===== src/rtl/conv_frame_ctrl.sv =====
// Frame sequencer for the convolutional encoder: clears the encoder, streams FRAME_LEN info
// bits through a valid/ready handshake, then flushes with K-1 zero tail bits.
module conv_frame_ctrl #(
   parameter int unsigned  FRAME_LEN = 16,
   parameter int unsigned  K         = 3,
   localparam int unsigned CW_DATA   = (FRAME_LEN > 1) ? $clog2(FRAME_LEN) : 1,
   localparam int unsigned CW        = ($clog2(K) > CW_DATA) ? $clog2(K) : CW_DATA
) (
   input  logic          clk_sig,
   input  logic          reset_sig,
   input  logic          start_sig,
   input  logic          abort_sig,
   input  logic          in_valid,
   input  logic          in_bit,
   output logic          in_ready,
   output logic          enc_clear,
   output logic          enc_en,
   output logic          enc_bit,
   output logic          tail_sig,
   output logic          busy,
   output logic          frame_done,
   output logic          aborted,
   output logic [CW-1:0] bit_idx
);

   typedef enum logic [2:0] {StIdle, StClear, StData, StTail, StDone, StAbort} state_e;

   localparam logic [CW-1:0] LastData = CW'(FRAME_LEN - 1);
   localparam logic [CW-1:0] LastTail = CW'((K > 1) ? K - 2 : 0);

   state_e        state_q, state_d;
   logic [CW-1:0] idx_q, idx_d;

   always_ff @(posedge clk_sig) begin
      if (reset_sig) begin
         state_q <= StIdle;
         idx_q   <= '0;
      end else begin
         state_q <= state_d;
         idx_q   <= idx_d;
      end
   end

   always_comb begin
      state_d    = state_q;
      idx_d      = idx_q;
      in_ready   = 1'b0;
      enc_clear  = 1'b0;
      enc_en     = 1'b0;
      enc_bit    = 1'b0;
      tail_sig   = 1'b0;
      frame_done = 1'b0;
      aborted    = 1'b0;
      busy       = (state_q != StIdle);

      unique case (state_q)
         StIdle: begin
            idx_d = '0;
            if (start_sig) state_d = StClear;
         end
         StClear: begin
            enc_clear = 1'b1;
            idx_d     = '0;
            state_d   = abort_sig ? StAbort : StData;
         end
         StData: begin
            // Abort wins over a pending bit: nothing is consumed and bit_idx holds.
            in_ready = !abort_sig;
            if (abort_sig) begin
               state_d = StAbort;
            end else if (in_valid) begin
               enc_en  = 1'b1;
               enc_bit = in_bit;
               if (idx_q == LastData) begin
                  idx_d   = '0;
                  state_d = (K > 1) ? StTail : StDone;
               end else begin
                  idx_d = idx_q + 1'b1;
               end
            end
         end
         StTail: begin
            if (abort_sig) begin
               state_d = StAbort;
            end else begin
               enc_en   = 1'b1;
               tail_sig = 1'b1;
               if (idx_q == LastTail) begin
                  idx_d   = '0;
                  state_d = StDone;
               end else begin
                  idx_d = idx_q + 1'b1;
               end
            end
         end
         StDone: begin
            frame_done = 1'b1;
            state_d    = StIdle;
         end
         StAbort: begin
            aborted = 1'b1;
            idx_d   = '0;
            state_d = StIdle;
         end
         default: state_d = StIdle;
      endcase
   end

   assign bit_idx = idx_q;

endmodule


===== config.mk =====
export PLATFORM = sky130hd
export DESIGN_NAME = conv_frame_ctrl
export DESIGN_NICKNAME = d
export VERILOG_FILES = /design/src/rtl/conv_frame_ctrl.sv
export SDC_FILE = /design/constraint.sdc
export NUM_CORES = 1
export LEC_CHECK = 0
export ABC_AREA = 1
export BUFFER_PORTS_ARGS = -buffer_cell sky130_fd_sc_hd__buf_2
export CORE_AREA = 8 8 45 47
export CTS_BUF_LIST = sky130_fd_sc_hd__clkbuf_16
export DETAILED_ROUTE_END_ITERATION = 10
export DIE_AREA = 0 0 53 55
export GPL_TIMING_DRIVEN = 0
export PLACE_DENSITY = 0.7
export SLEW_MARGIN = 30
export SYNTH_ARGS = -nofsm -noshare
export SYNTH_HDL_FRONTEND = slang
export SYNTH_SLANG_ARGS = --single-unit

===== constraint.sdc =====
create_clock -name clk_sig -period 1.2 [get_ports clk_sig]
set_input_delay 0.24 -clock clk_sig [delete_from_list [all_inputs] [get_ports clk_sig]]
set_output_delay 0.24 -clock clk_sig [all_outputs]
set_load 0.02 [all_outputs]

# [Word level (Yosys, flattened, before mapping)]
# Index checks and enable logic that the tools add are counted.
[word_totals] ff_bits=7 latch_bits=0 mem_bits_rw=0 rom_bits=0 input_bits=6 word_cells=50 mem_count=0
[op_classes] add_sub_neg=1 multipliers=0 div=0 order_cmp=0 eq_ne=14 shift=0 muxes=26 n_bitwise=0 n_reduce_logical=7
[ops] cell="3-bit two-way mux" n=7
[ops] cell="4-bit two-way mux" n=5
[ops] cell="3-bit case mux with 4 select lines" n=1
[ops] cell="4-bit case mux with 3 select lines" n=1
[ops] cell="1-bit two-way mux" n=11
[ops] cell="3-bit inequality test, second input constant" n=3
[ops] cell="2-bit inequality test, second input constant" n=4
[ops] cell="4-bit AND reduction" n=2
[ops] cell="3-bit by 2-bit equality test with 1-bit output, second input constant" n=2
[ops] cell="3-bit equality test, second input constant" n=2
[ops] cell="3-bit nonzero test" n=2
[ops] cell="4-bit by 1-bit adder with 4-bit output, second input constant" n=1
[ops] cell="4-bit by 1-bit equality test with 1-bit output, second input constant" n=1
[ops] cell="4-bit equality test, second input constant" n=1
[ops] cell="3-bit by 1-bit equality test with 1-bit output, second input constant" n=1
[ops] cell="3-bit zero test" n=1
[ops] cell="3-bit OR reduction" n=1
[ops] cell="1-bit case mux with 2 select lines" n=1
[ops] cell="1-bit zero test" n=1

# [Longest topological paths before layout]
# Gate-level depths: netlist of the first run.
[depth] ltp_word=5 depth_mapped=9 mapped_depth_nobuf=9

# [Worst setup path after synthesis of the first run]
# Ideal clock, no wire load.
[synth_timing] path_type="reg2out" startpoint="register state_q[2]" endpoint="output port enc_bit" t_arrival_ns=1.505 setup_slack_ns=-0.545 stages_incl_launch_ff=6 path_cell_list="dfxtp_1 inv_2 nand2_2 nor3_1 nand2_1 nor2_1"
[synth_between] elab_chain_cells=2
[synth_lines] item="start, declared" line_no="31" source="state_e state_q, state_d;"
[synth_lines] item="start signal, assigned" line_no="36" source="state_q <= StIdle;"
[synth_lines] item="start signal, assigned" line_no="39" source="state_q <= state_d;"
[synth_lines] item="3-bit by 2-bit equality test with 1-bit output" line_no="56" source="unique case (state_q)"
[synth_lines] item="1-bit two-way mux" line_no="56"
[synth_lines] item="end, declared" line_no="18" source="output logic enc_bit,"
# No other way between the ends.

# [Worst setup path in the final report of the first run]
[layout_timing] startpoint="register state_q[2]" endpoint="output port enc_en"
[layout_between] elab_chain_cells=2 elab_cells_between_ends=3 classes_between="2 x eq/ne; 1 x mux"
[layout_lines] item="3-bit by 2-bit equality test with 1-bit output" line_no="56"
[layout_lines] item="1-bit case mux with 2 select lines (*)" line_no="56"
[layout_lines] item="end, declared" line_no="17" source="output logic enc_en,"
# Every way passes the cells marked *; elsewhere a longest branch is shown, timed or not.

==> impl_metrics.ini, run 1 <==
[cts]
holdBufCountCts = 0
cts_sinks = 7
clockBufferDepth = 2
root_buffer = clkbuf_16
cts-buffers-inserted = 3
clock_latency_ns = 0.23
path_clk_slew_ns = 0.03
tritoncts = built
htree_levels = 1

[synthesis]
seq_area_frac_synth_pct = 24.1
synth_edf_count = 0
synth_compound_area_share_pct = 9.48
syn_avg_cell_area_um2 = 6.05
synthSimpleGateAreaFrac_pct = 49.1
synth_fp_nets = 104
synth_top_family_by_area = simple AND/OR/NAND/NOR gates
synth_flop_cell = dfxtp_1
netlist_instances = 96
yosysWarnings = 0
synth_xor_area_share_pct = 0
synthAdderAreaFrac_pct = 4.31
syn-cell-area_um2 = 581
synth_cell_type_count = 20
yosys.area.top_type = dfxtp_1
ys_seq_elements = 7
synthTopCellsByArea = dfxtp_1 (24%), nand2_1 (16%), inv_1 (9.1%)
yosysTopAreaCellShare_pct = 24.1
async_flop_share_pct = 0
synthMuxAreaShare_pct = 0

[die]
ioPinCount = 18
start_util_pct = 42.0
core_um2 = 1380
dieArea_um2 = 2920
fp.dieH_um = 55
fp-row-count = 14
die_w_um = 53

[power_and_ir_drop]
p_switching_uw = 1050
ir_drop_v = 0.00155
p_comb_share_pct = 62.7
p_seq_share_pct = 14.8
swShare_pct = 42.4
total_power_uw = 2480
leakage_uw = 0.000557
internal-power_uw = 1430
power_density_nw_per_um2 = 2130
pwr-share-clk_pct = 22.6

[critical_path]
critPathCapture = enc_en
rr_worst_depth = 8
crit_path_start_kind = register
crit_fanout = 3
cp-startpoint = state_q[2]$_SDFFE_PP0P_
r2r-end = bit_idx[0]$_SDFFE_PP0P_
crit_required_ns = 0.96
crit_type = register to output port
ff2ff_setup_slack_ns = -0.17
end_kind = output port
arrival_ns = 1.22
r2r-start = state_q[0]$_SDFFE_PP0P_

[grt]
grtUsageTotal_pct = 13.9
grt_pass1_wl_um = 2950
grt_pass1_vias = 710
antenna_found_initial = 0
grt_max_degree = 9
gr-total-overflow = 0

[timing]
slew_violations = 0
setup_tns_ns = -2.09
hold_ws_ns = 0.186
grt_setup_unrepaired = yes
slew_headroom_pct = 78.4
finalSetupViolations = 15
finClkSkew_ns = 0.00322
layout_setup_ws_ns = -0.265
hold_viol = 0
period_minus_slack_ns = 1.46
fin_crit_sh_pct = 122
tightest_slew_ns = 0.324
fmax_mhz = 683

[placed_design]
dp_slack_ns = -0.110
globalplace.congestion = 0.805
dp_hpwl_um = 1140
io_buffers = 17

[status]
violations = setup timing
status = finished with violations

[hold_path]
hold_class = input pin to register

[routing]
drt_iter0_drc = 15
drc = 0
num_vias = 800
vias_per_cell = 5.30
avgRoutedWirePerCell_um = 15.3
postRouteAntennaNets = 0
dr.pass1.iters = 4
wl_um = 2310

[flow_run]
cap_violations = 0

[finish]
area_growth_pct = 100
antenna_cells = 0
drive_gt1_share_pct = 66.7
fin_nets = 144
-- how the worst min path moves through the flow --
stage               startpoint  slack (ns)                 endpoint  cells past startpoint
floorplan            reset_sig        0.30  bit_idx[1]$_SDFFE_PP0P_                      1
global placement     reset_sig        0.42  bit_idx[1]$_SDFFE_PP0P_                      2
detailed placement   reset_sig        0.42  bit_idx[1]$_SDFFE_PP0P_                      2
CTS                  reset_sig        0.18  bit_idx[1]$_SDFFE_PP0P_                      2
global route         reset_sig        0.19  bit_idx[1]$_SDFFE_PP0P_                      2
finish               reset_sig        0.19  bit_idx[1]$_SDFFE_PP0P_                      2
-- cell usage in the layout (no fill, tap or decap), types with 2 or more instances in the layout --
master     netlist  routed
a21oi_1          2       2
buf_2            0       9
buf_4            0      12
buf_6            1      14
clkbuf_16        0       3
dfxtp_1          7       2
dfxtp_2          0       3
dfxtp_4          0       2
inv_1           14      12
inv_2            3       4
nand2_1         25      13
nand2_2          2      10
nand2_4          1       5
nand3_1          8       4
nand3_2          2       4
nand3_4          0       2
nand4_1          2       2
nor2_1          13       6
nor2_2           3       5
nor2_4           0       5
nor3_2           0       3
o21ai_2          0       2
-- kinds of logic after synthesis --
logic type / Yosys count
and+or+nand+nor: 61
buffers and inverters: 18
DFF: 7
AOI/OAI and AO/OA: 8
adders and majority gates: 2
-- synth_stat cells, types with 2 or more instances --
cell,count
o21ai_0,3
inv_2,3
dfxtp_1,7
nor3_1,4
inv_1,14
a21oi_1,2
ha_1,2
nand3_1,8
nor2_1,13
nand4_1,2
nand2_1,25
nand2_2,2
nor2_2,3
nand3_2,2
-- worst max-delay path: stages (launching register included) --
cell and delay, ns:
dfxtp_4 0.36, buf_6 0.13, nor2_4 0.13, inv_2 0.06
o21ai_2 0.17, buf_6 0.14
-- what timing repair did --
item	CTS	global route
setup endpoints to repair	15	15
gates resized for setup	27	41
pin swaps	9	20
buffers inserted	10	10
-- state kept, by name, summed over array words and instances (netlist names) --
| name | flops |
|---|---|
| bit_idx | 4 |
| state_q | 3 |
-- cell type report --
type / instances / area, µm²
Clock inverter: 1 / 3.75
Multi-Input combinational cell: 71 / 529
Fill cell: 82 / 220
Sequential cell: 7 / 151
Timing Repair Buffer: 35 / 297
Buffer: 1 / 11.3
Clock buffer: 3 / 75.1
Inverter: 17 / 76.3
Tap cell: 16 / 20.0
-- routing by layer --
metal,global-route usage (%),share of wire [%],vias to the layer above
met5,0,0,-
met4,12.5,3.9,0
met3,4.28,5.1,11
met2,23.6,55,32
met1,13.4,36,378
li1,-,-,379
-- metrics by stage --
step,std cells,instance area [µm²],util [%]
floorplan,96,623,-
detailed placement,129,728,52.6
global placement,129,728,52.6
finish,151,1160,84.1
CTS,143,962,69.5
global route,151,1160,84.1
-- power groups by stage --
| stage | combinational [µW] | clock, µW | sequential, µW |
|---|---|---|---|
| 5_1_grt | 1660 | 576 | 375 |
| 3_3_place_gp | 801 | 0 | 361 |
| 3_5_place_dp | 804 | 0 | 365 |
| 4_1_cts | 1110 | 571 | 355 |
| 2_1_floorplan | 610 | 0 | 378 |
| 6_report | 1550 | 559 | 366 |
No activity file was read; power rests on OpenSTA's default activity.
==> inputs of run 2 (changes only) <==
--- a/config.mk
+++ b/config.mk
@@ -7,10 +7,10 @@
 export LEC_CHECK = 0
 export ABC_AREA = 1
 export BUFFER_PORTS_ARGS = -buffer_cell sky130_fd_sc_hd__buf_2
-export CORE_AREA = 8 8 45 47
+export CORE_AREA = 2 2 39 41
 export CTS_BUF_LIST = sky130_fd_sc_hd__clkbuf_16
 export DETAILED_ROUTE_END_ITERATION = 10
-export DIE_AREA = 0 0 53 55
+export DIE_AREA = 0 0 41 43
 export GPL_TIMING_DRIVEN = 0
 export PLACE_DENSITY = 0.7
 export SLEW_MARGIN = 30
==> run 2 against run 1 <==
  * The flow still finishes with violations (setup timing)
  * Die area is 40% lower
  * Total power is 16% lower
  * Sequential share of layout area is 2.6 points higher
  * Worst setup slack better by 0.075 ns
  * Design area is 14% lower
  * Utilization is 11 points lower
  * Final cell count is 6.6% lower
  * Non-clock buffer count is 10 lower
  * Global-route usage is 6.4 points higher
  * Clock skew hardly changed
  * Count of clock-buffer cells in the layout stayed put
  * Highest routed layer unchanged
==> impl_metrics.ini, run 2 (synthesis results as in run 1) <==
[cts]
clockBufferDepth = 2
cts-buffers-inserted = 3
path_clk_slew_ns = 0.03
tritoncts = built
holdBufCountCts = 0
clock_latency_ns = 0.23
root_buffer = clkbuf_16
htree_levels = 1
cts_sinks = 7

[grt]
antenna_found_initial = 0
grtUsageTotal_pct = 20.3
grt_pass1_vias = 596
gr-total-overflow = 0
grt_max_degree = 9
grt_pass1_wl_um = 2360

[hold_path]
min_from = reset_sig
hold_class = input pin to register

[die]
ioPinCount = 18
start_util_pct = 42.0
core_um2 = 1380
die_w_um = 41
dieArea_um2 = 1760
fp.dieH_um = 43
fp-row-count = 14

[critical_path]
crit_chain = inv_8 > buf_4 > nand3_1 > inv_1 > buf_4
ff2ff_setup_slack_ns = -0.08
rr_worst_depth = 8
path_common_cell = buf_4
cp-startpoint = state_q[2]$_SDFFE_PP0P_
crit_required_ns = 0.96
critPathCapture = enc_clear
crit_type = register to output port
max_stage_delay_ns = 0.37
end_kind = output port
path_depth = 5
arrival_ns = 1.15
r2r-end = state_q[1]$_SDFFE_PP0P_
cp_num_buf_inv = 4
crit_family = buffers and inverters
r2r-start = state_q[2]$_SDFFE_PP0P_
crit_fanout = 8
crit_path_start_kind = register
cp_slowest_cell = dfxtp_4

[placed_design]
dp_hpwl_um = 1030
globalplace.congestion = 0.771
post_dp_cell_area_um2 = 728
io_buffers = 17

[timing]
finClkSkew_ns = 0.00287
fmax_mhz = 719
hold_viol = 0
slew_violations = 0
hold_ws_ns = 0.187
layout_setup_ws_ns = -0.190
slew_headroom_pct = 83.1
period_minus_slack_ns = 1.39
grt_setup_unrepaired = yes
finalSetupViolations = 12
tightest_slew_ns = 0.251
fin_crit_sh_pct = 116

[finish]
layout_commonest_cell = nand2_1
mostFrequentLayoutCells = nand2_1 (17), inv_1 (13), buf_2 (11), nor2_1 (9)
area_growth_pct = 73.1
final_cell_area_um2 = 1000
fin_nets = 134
largest_reg_flops = 4
fin_util_pct = 72.6
drive_gt1_share_pct = 56.0
antenna_cells = 0

[power_and_ir_drop]
leakage_uw = 0.000484
ir_drop_v = 0.00142
total_power_uw = 2080
power_density_nw_per_um2 = 2070

[routing]
postRouteAntennaNets = 0
num_vias = 711
wl_um = 1760
avgRoutedWirePerCell_um = 12.5
dr.pass1.iters = 4
drc = 0
vias_per_cell = 5.04
drt_iter0_drc = 12

[status]
status = finished with violations
violations = setup timing

[flow_run]
cap_violations = 0
-- run 2: cell types whose count changed in the layout (fill, tap and decap cells not counted), sizes merged --
| cell | delta |
|---|---|
| buf | -10 |
-- run 2: stage by stage --
stage               TNS (ns)  setup WS, ns  cells
floorplan             -0.258        -0.126     96
global placement      -0.174       -0.0750    129
detailed placement    -0.254       -0.0909    129
CTS                    -1.40        -0.240    139
global route           -2.21        -0.238    141
finish                 -1.35        -0.190    141
-- run 2: worst min-delay path by stage --
stage | cells after the start | slack [ns] | endpoint
after global placement | 2 | 0.42 | bit_idx[1]$_SDFFE_PP0P_
after global routing | 2 | 0.20 | bit_idx[1]$_SDFFE_PP0P_
final | 2 | 0.19 | bit_idx[1]$_SDFFE_PP0P_
after floorplan | 1 | 0.30 | bit_idx[1]$_SDFFE_PP0P_
after detailed placement | 2 | 0.43 | bit_idx[1]$_SDFFE_PP0P_
after CTS | 2 | 0.19 | bit_idx[1]$_SDFFE_PP0P_
-- run 2: cell type report --
| type | count | area, µm² |
|---|---|---|
| multi-input cells | 71 | 484 |
| fillers | 108 | 379 |
| repair buffers | 26 | 194 |
| flip-flops and latches | 7 | 156 |
| clock buffers | 3 | 75.1 |
| inverters | 17 | 71.3 |
| well taps | 16 | 20.0 |
| clock inverters | 1 | 3.75 |
-- run 2: repair_timing --
action                     in CTS  in global routing
setup endpoints to repair      14                 15
gates resized for setup        26                 19
pin swaps                      11                 13
buffers inserted                8                  4
-- run 2: power breakdown --
group	switching, µW	total, µW	internal, µW
clock	126	559	433
sequential	119	425	306
combinational	642	1090	450
total	887	2080	1190
-- run 2: metal layers --
layer / global-route usage, % / up-vias / routed length (µm)
met3: 3.66 / 9 / 99
met5: 0 / - / 0
li1: - / 358 / -
met1: 23.9 / 319 / 626
met4: 16.0 / 0 / 65
met2: 30.3 / 25 / 966
==> inputs of run 3 (changes only) <==
--- a/config.mk
+++ b/config.mk
@@ -5,14 +5,13 @@
 export SDC_FILE = /design/constraint.sdc
 export NUM_CORES = 1
 export LEC_CHECK = 0
-export ABC_AREA = 1
 export BUFFER_PORTS_ARGS = -buffer_cell sky130_fd_sc_hd__buf_2
 export CORE_AREA = 2 2 39 41
 export CTS_BUF_LIST = sky130_fd_sc_hd__clkbuf_16
 export DETAILED_ROUTE_END_ITERATION = 10
 export DIE_AREA = 0 0 41 43
 export GPL_TIMING_DRIVEN = 0
-export PLACE_DENSITY = 0.7
+export PLACE_DENSITY = 0.67
 export SLEW_MARGIN = 30
 export SYNTH_ARGS = -nofsm -noshare
 export SYNTH_HDL_FRONTEND = slang
==> run 3 against run 2 <==
  * The run still ends with setup timing left
  * Sequential power decreased by 15%
  * Largest cell class unchanged
  * Sequential cell count stayed put
  * Worst setup slack got worse by 0.29 ns
==> impl_metrics.ini, run 3 <==
[status]
status = finished with violations
violations = setup timing

[grt]
grt_pass1_wl_um = 2470
grt_pass1_vias = 590
antenna_found_initial = 0
gr-total-overflow = 0
grtUsageTotal_pct = 21.2
grt_max_degree = 11

[finish]
final_cell_area_um2 = 1020
fin_nets = 115
drive_gt1_share_pct = 62.3
fin_util_pct = 73.9
antenna_cells = 0
stdcell_count = 122
layout_commonest_cell = buf_4
largest_reg_flops = 4
mostFrequentLayoutCells = buf_4 (13), buf_2 (11), buf_6 (8), nor2_1 (6)
area_growth_pct = 85.3

[synthesis]
syn_avg_cell_area_um2 = 7.56
netlist_instances = 73
yosysTopAreaCellShare_pct = 25.4
syn-cell-area_um2 = 552
yosysWarnings = 0
synthTopCellsByCount = dfxtp_1 (7), nor2_1 (7), nor3_1 (6), o21ai_0 (6)
synth_edf_count = 0
synthTopCellsByArea = dfxtp_1 (25%), nor3_1 (5.4%), o21ai_0 (5.4%)
synth_cell_type_count = 31
yosys.area.top_type = dfxtp_1
synth_flop_cell = dfxtp_1
async_flop_share_pct = 0
seq_area_frac_synth_pct = 25.4
synth_fp_nets = 81
ys_seq_elements = 7

[timing]
slew_headroom_pct = 77.2
period_minus_slack_ns = 1.68
finClkSkew_ns = 0.000363
slew_violations = 0
fmax_mhz = 597
tightest_slew_ns = 0.339
finalSetupViolations = 15
layout_setup_ws_ns = -0.476
grt_setup_unrepaired = yes
fin_crit_sh_pct = 140
hold_viol = 0
hold_ws_ns = 0.194

[routing]
drt_iter0_drc = 29
met3_length_um = 92
drc = 0
met1_length_um = 804
postRouteAntennaNets = 0
avgRoutedWirePerCell_um = 14.7
highest_layer = met4
vias_per_cell = 5.69
num_vias = 694
dr.pass1.iters = 4
wl_um = 1800
met2_length_um = 860

[critical_path]
crit_path_start_kind = register
crit_family = simple AND/OR/NAND/NOR gates
crit_required_ns = 0.96
crit_fanout = 2
arrival_ns = 1.44
crit_type = register to output port
crit_chain = or4b_4 > inv_2 > and3_4 > buf_6
cp_slowest_cell = or4b_4
max_stage_delay_ns = 0.52
end_kind = output port
cp_num_buf_inv = 2

[cts]
clockBufferDepth = 2
cts-buffers-inserted = 3
htree_levels = 1
cts_sinks = 7
path_clk_slew_ns = 0.04
root_buffer = clkbuf_16
tritoncts = built
clock_latency_ns = 0.24

[die]
die_w_um = 41
dieArea_um2 = 1760
core_um2 = 1380
fp-row-count = 14
ioPinCount = 18
start_util_pct = 39.9
fp.dieH_um = 43

[power_and_ir_drop]
leakage_uw = 0.000433
power_density_nw_per_um2 = 1980
ir_drop_v = 0.00133
total_power_uw = 2030

[placed_design]
dp_cells = 104
dp_hpwl_um = 943
io_buffers = 15
post_dp_cell_area_um2 = 693
globalplace.congestion = 0.801

[hold_path]
hold_class = input pin to register

[flow_run]
cap_violations = 0
run 3: cell types whose count changed after synthesis, moves of 6 or more:
cell	before	now
inv_1	14	4
nand2_1	25	4
nand3_1	8	2
nor2_1	13	7
run 3: power breakdown:
group	total, µW	internal, µW	switching (µW)
logic	1090	536	553
clock network	578	435	143
registers	362	297	65.0
total	2030	1270	761
run 3: metrics by stage:
stage	setup TNS, ns	setup slack [ns]
floorplan	-2.08	-0.329
CTS	-3.60	-0.477
global placement	-3.01	-0.420
detailed placement	-3.15	-0.434
global route	-5.20	-0.518
finish	-4.45	-0.476
run 3: cell type report:
class / instances / area [µm²]
well taps: 16 / 20.0
clock inverters: 1 / 3.75
fillers: 94 / 362
repair buffers: 30 / 226
inverters: 4 / 18.8
multi-input cells: 57 / 475
clock buffers: 3 / 75.1
plain buffers: 4 / 45.0
flip-flops and latches: 7 / 158
run 3: repair_timing:
action / 4_1_cts / 5_1_grt
pin swaps: 7 / 7
resized for setup: 26 / 15
setup endpoints to repair: 15 / 16
buffers inserted: 6 / 9
hold buffers: 0 / 0
run 3: path summary, 6_finish.rpt:
path	depth (start not counted)	end	slack [ns]	start
worst min register to register	2	bit_idx[1]$_SDFFE_PP0P_	0.54	bit_idx[1]$_SDFFE_PP0P_
worst max-delay path	4	enc_bit	-0.48	state_q[0]$_SDFFE_PP0P_
worst min-delay path	2	bit_idx[0]$_SDFFE_PP0P_	0.19	reset_sig
worst max register to register	6	state_q[0]$_SDFFE_PP0P_	-0.37	state_q[0]$_SDFFE_PP0P_
run 3: logic make-up (layout without fill, tap and decap cells):
family,after synthesis,after routing,share of synthesized area (%)
AOI/OAI and AO/OA,21,21,24.9
DFF,7,7,25.4
buffers and inverters,9,42,9.30
and+or+nand+nor,34,34,35.8
adders and majority gates,2,2,4.53
run 3: per-layer routing:
| metal | up-vias | GRT usage [%] |
|---|---|---|
| met5 | - | 0 |
| li1 | 340 | - |
| met4 | 0 | 12.0 |
| met3 | 5 | 7.85 |
| met1 | 324 | 26.3 |
| met2 | 25 | 30.3 |
